==> src/rtl/cache_fill_fsm.sv <==
// Miss handler for a 2-way, 64-set cache: picks the victim way from the LRU array,
// streams an 8-word block in from pipelined memory, then writes the tag and marks the filled way MRU.
module cache_fill_fsm #(
  parameter int ADDR_W = 16,
  parameter int WORDS  = 8
) (
  input  logic              clk,
  input  logic              rst,
  input  logic              miss_detected,
  input  logic [ADDR_W-1:0] miss_address,
  input  logic              block0_isLRU,
  input  logic              block1_isLRU,
  input  logic              memory_data_valid,
  input  logic [15:0]       memory_data,
  output logic [63:0]       set_enable,
  output logic              mem_read_en,
  output logic [ADDR_W-1:0] memory_address,
  output logic              data_write_en,
  output logic              data_way,
  output logic [2:0]        data_word,
  output logic              tag_write_en,
  output logic              lru_write_en,
  output logic              lru_block,
  output logic              fsm_busy,
  output logic              fill_done
);
  localparam logic [1:0] S_IDLE  = 2'd0;
  localparam logic [1:0] S_ISSUE = 2'd1;
  localparam logic [1:0] S_WAIT  = 2'd2;
  localparam logic [1:0] S_DONE  = 2'd3;
  localparam logic [2:0] LAST    = 3'(WORDS - 1);

  logic [1:0]        r_state;
  logic [2:0]        r_issue_cnt;
  logic [3:0]        r_recv_cnt;
  logic              r_victim;
  logic [ADDR_W-5:0] r_blk;

  logic       w_fill;
  logic       w_wr;
  logic       w_all_rcvd;
  logic [5:0] w_idx;
  logic       w_unused;

  assign w_fill     = (r_state == S_ISSUE) || (r_state == S_WAIT);
  // recv_cnt[3] marks a complete block; anything beyond the 8th word is dropped
  assign w_wr       = w_fill && memory_data_valid && !r_recv_cnt[3];
  assign w_all_rcvd = r_recv_cnt[3] || (w_wr && (r_recv_cnt[2:0] == LAST));

  // Index comes from the latched block once accepted so a moving miss_address cannot retarget the fill
  assign w_idx = (r_state == S_IDLE) ? miss_address[9:4] : r_blk[5:0];
  assign set_enable = (rst && ((r_state != S_IDLE) || miss_detected)) ? (64'd1 << w_idx) : 64'd0;

  always_ff @(posedge clk or negedge rst) begin
    if (!rst) begin
      r_state     <= S_IDLE;
      r_issue_cnt <= '0;
      r_recv_cnt  <= '0;
      r_victim    <= 1'b0;
      r_blk       <= '0;
    end else begin
      if (w_wr) r_recv_cnt <= r_recv_cnt + 4'd1;
      case (r_state)
        S_IDLE: begin
          if (miss_detected) begin
            r_state     <= S_ISSUE;
            r_blk       <= miss_address[ADDR_W-1:4];
            r_victim    <= block1_isLRU & ~block0_isLRU;
            r_issue_cnt <= '0;
            r_recv_cnt  <= '0;
          end
        end
        S_ISSUE: begin
          if (r_issue_cnt == LAST) r_state <= w_all_rcvd ? S_DONE : S_WAIT;
          else                     r_issue_cnt <= r_issue_cnt + 3'd1;
        end
        S_WAIT:  if (w_all_rcvd) r_state <= S_DONE;
        default: r_state <= S_IDLE;
      endcase
    end
  end

  assign mem_read_en    = (r_state == S_ISSUE);
  assign memory_address = mem_read_en ? {r_blk, r_issue_cnt, 1'b0} : '0;
  assign data_write_en  = w_wr;
  assign data_way       = r_victim;
  assign data_word      = w_wr ? r_recv_cnt[2:0] : 3'd0;
  assign tag_write_en   = (r_state == S_DONE);
  assign lru_write_en   = (r_state == S_DONE);
  assign fill_done      = (r_state == S_DONE);
  // LRU array takes the way that becomes LRU, i.e. the one not just filled
  assign lru_block      = (r_state == S_DONE) & ~r_victim;
  assign fsm_busy       = (r_state != S_IDLE);

  // Returned data goes straight to the data array; the offset bits never matter here
  assign w_unused = ^{memory_data, miss_address[3:0]};
endmodule
==> config.mk <==
export PLATFORM = sky130hd
export DESIGN_NAME = cache_fill_fsm
export DESIGN_NICKNAME = d
export VERILOG_FILES = /design/src/rtl/cache_fill_fsm.sv
export SDC_FILE = /design/constraint.sdc
export NUM_CORES = 1
export LEC_CHECK = 0
export ABC_AREA = 1
export ABC_CLOCK_PERIOD_IN_PS = 1900
export CORE_AREA = 5 5 80 82
export DETAILED_ROUTE_END_ITERATION = 8
export DIE_AREA = 0 0 85 87
export PLACE_DENSITY = 0.79
export SLEW_MARGIN = 20
export SYNTH_ARGS = -nofsm -noshare
export SYNTH_HDL_FRONTEND = slang
export SYNTH_SLANG_ARGS = --single-unit
==> constraint.sdc <==
create_clock -name clk -period 1.9 [get_ports clk]
set_input_delay 0.285 -clock clk [delete_from_list [all_inputs] [get_ports clk]]
set_output_delay 0.285 -clock clk [all_outputs]
set_load 0.01 [all_outputs]
==> summary.txt <==
Timing
  • Setup TNS: -21.98 ns
  • Unrepaired setup endpoints after global routing: true
  • Slew Viols, Final: 0
  • WHS: 0.4960 ns
  • Final Cycle Share: 123.0%
  • Max Freq: 428.0 MHz
  • Final number of setup-violating endpoints: 64
  • Fin worst setup slack: -0.4362 ns
  • Minimum clock period: 2.336 ns
  • Endpoints failing hold: 0
  • Worst clock skew: 0.001839 ns

Setup path
  • Slowest stage delay, CP: 0.37 ns
  • Worst Path Max Fanout: 8
  • Cells along the critical path: inv_2, ha_4, buf_6, nand2_4, o21ai_4, nand3b_1, buf_6, clkbuf_16, nor2_1, buf_2
  • Required time worst endpoint: 1.62 ns
  • Slowest-stage cell, CP: dfrtp_1
  • Worst Path Arrival: 2.05 ns
  • Startpoint type of the worst setup path: register
  • Critical Path Most Common Cell: buf_6
  • Crit path max-delay family: buffers and inverters
  • CP endpoint kind: output port
  • CP Class: reg -> out
  • Crit path buf inv count: 5

Pwr
  • P_int: 3.798 mW
  • Pwr dens: 1775 nW/um^2
  • Clock share of power: 4.1%
  • Psw: 3.210 mW
  • Leakage power total: 2.202 nW
  • Gate power share: 83.4%
  • VDD IR max: 0.8499 mV
  • Switch share: 45.80%
  • Sequential share of power: 12.5%

Logic synthesis
  • Top_reg_cell synth: dfrtp_1
  • Post-synthesis instance area: 1978 sq um
  • Yosys warnings: 0
  • Synth Area per Inst: 6.423 sq um
  • Seq/Total Area, Yosys: 27.83%
  • Count of state elements after synthesis: 22
  • Ys async rst share: 100.0%
  • Post-synth cell types: 24
  • Gate count of the mapped netlist: 308
  • Syn Nets: 355
  • Number of enable flip-flop cells after synthesis: 0

Finish
  • Area grow syn2layout: 99.62%
  • FILL cells: 429
  • Register area: 550.5 sq um
  • Area of the multi-input gates: 1365 sq um
  • Nets: 530
  • Layout cells sized above 1: 46.78%
  • Diodes inserted: 0
  • Non-Filler Instances: 556

Global routing
  • GR Overflow Total: 0
  • Pin count of the biggest net entering global routing: 33
  • Vias in the first global route: 2,595
  • GRT Total Usage: 19.58%
  • Initial antenna violation count: 0
  • First-pass GRT wire length: 11.97 mm

Drt
  • Post-DR vias/cell: 5.288
  • Drt drc: 0
  • Drt first pass iters: 5
  • DR iter-0 viols: 272
  • Drt total wl: 9.257 mm
  • Via count: 2,940
  • Post-route ant nets: 0
  • Drt wl/cell: 16.65 microns

Status
  • Status: finished, violations left
  • Failing checks: setup timing

Clock tree
  • Maximum root-to-sink buffer count: 2
  • CTS root buf: clkbuf_8
  • TritonCTS Buffers: 3
  • Sink Count: 22
  • TritonCTS clock tree: done
  • Clock Latency Late Sink: 0.26 ns
  • CTS clk-pin slew, worst paths: 0.08 ns
  • H-tree Lvls: 1
  • Cts hold-fix bufs: 0

Place
  • Hpwl dp: 5.089 mm
  • IO Port Bufs: 107
  • GPL Wtd Cong: 0.8069
  • Inst Count DP: 495
  • Post-place setup slack: -0.6708 ns

Floorplanning
  • Row count: 28
  • Io pins: 129
  • Placeable Area: 5675 sq um
  • Die ar.: 7395 sq um
  • Chip height: 87 microns
  • Initial Util: 34.85%
  • Die W: 85 microns

Flow run
  • Max-Cap Viols: 0

Hold path
  • Worst Hold Class: reg -> reg
power groups by stage:
| stage | clock network [mW] | logic [mW] | registers [mW] |
|---|---|---|---|
| 2_1_floorplan | 0 | 2.11 | 0.831 |
| 3_3_place_gp | 0 | 3.35 | 0.843 |
| 3_5_place_dp | 0 | 3.44 | 0.852 |
| 4_1_cts | 0.292 | 4.34 | 0.855 |
| 5_1_grt | 0.308 | 6.18 | 0.909 |
| 6_report | 0.286 | 5.85 | 0.876 |
tightest hold or removal path: stages, from the launching register on:
cell	delay (ns)
dfrtp_1	0.36
nand2_1	0.06
nand2_1	0.05
registers in the layout, indices dropped and copies added (netlist names):
| register | flops |
|---|---|
| data_way | 1 |
| r_blk | 12 |
| r_issue_cnt | 3 |
| r_recv_cnt | 4 |
| r_state | 2 |
synthesized netlist by cell type, types with 2 or more instances:
master / instances / area share [%]
nand3_1: 8 / 2.0
nand3b_1: 2 / 0.76
inv_1: 39 / 7.4
o21ai_2: 3 / 1.3
clkbuf_1: 3 / 0.57
ha_1: 9 / 5.7
buf_4: 10 / 3.8
nand2_2: 4 / 1.3
o21ai_0: 11 / 2.8
buf_2: 7 / 1.8
nor2_1: 70 / 13
nand2_1: 73 / 14
dfrtp_1: 22 / 28
o21ai_4: 2 / 1.6
nor2_4: 4 / 2.3
a21oi_1: 2 / 0.51
nand4_1: 32 / 10
cells by family (layout without fill, tap and decap cells):
group / count (synthesis) / count (layout) / share of synthesized area, %
buf+inv: 62 / 235 / 15.18
mux: 1 / 1 / 0.5060
flops: 22 / 22 / 27.83
compound gates: 20 / 20 / 7.021
other cells: 1 / 1 / 0.1896
simple gates: 193 / 193 / 43.58
fa+ha+maj: 9 / 9 / 5.693
metrics by stage:
step                      power [mW]  util, %  instance area, sq um
after floorplan                2.937        -                  1978
after global placement         4.190    57.67                  3273
after detailed placement       4.293    57.67                  3273
after CTS                      5.490    59.94                  3402
after global routing           7.397    69.58                  3949
final                          7.008    69.58                  3949
path summary, 6_finish.rpt:
path | slack (ns) | cells past startpoint | end | from
worst max register to register | 0.10 | 13 | r_state[0] | r_state[0]
worst min register to register | 0.50 | 2 | r_blk[8] | r_blk[8]
max in group asynchronous | 1.15 | 2 | data_way | rst
min in group asynchronous | 0.53 | 2 | r_recv_cnt[3] | rst
worst min-delay path | 0.50 | 2 | r_blk[8] | r_blk[8]
worst max-delay path | -0.44 | 10 | set_enable[51] | r_state[0]
cell type report:
class	instances	area share, %
clock buffers	3	1.046
inverters	40	3.992
repair buffers	192	44.07
multi-input cells	224	34.57
flip-flops and latches	22	13.94
well taps	75	2.376
placed cells by master (no fill, tap or decap), drive strengths merged, types with 8 or more instances in the layout:
cell           synthesis  routed
ha                     9       9
dlygate4sd2            0      11
clkdlybuf4s50          0      18
nand3                  8       8
buf                   19     148
clkbuf                 3      13
nand2                 77      77
nand4                 32      32
o21ai                 17      17
dfrtp                 22      22
nor2                  74      74
inv                   40      40
layer usage:
metal,up-vias,global-route usage (%),part of all wire [%]
li1,1330,-,-
met5,-,0,0
met4,0,7.626,5.4
met2,212,35.59,49
met3,56,4.352,9.5
met1,1342,22.21,37
timing repair:
| action | CTS | global route |
|---|---|---|
| resized for setup | 297 | 117 |
| buffers inserted | 35 | 18 |
| pin swaps | 22 | 40 |
| cloned | 1 | 7 |
| setup endpoints to repair | 86 | 79 |
No activity file was read; power rests on OpenSTA's default activity.
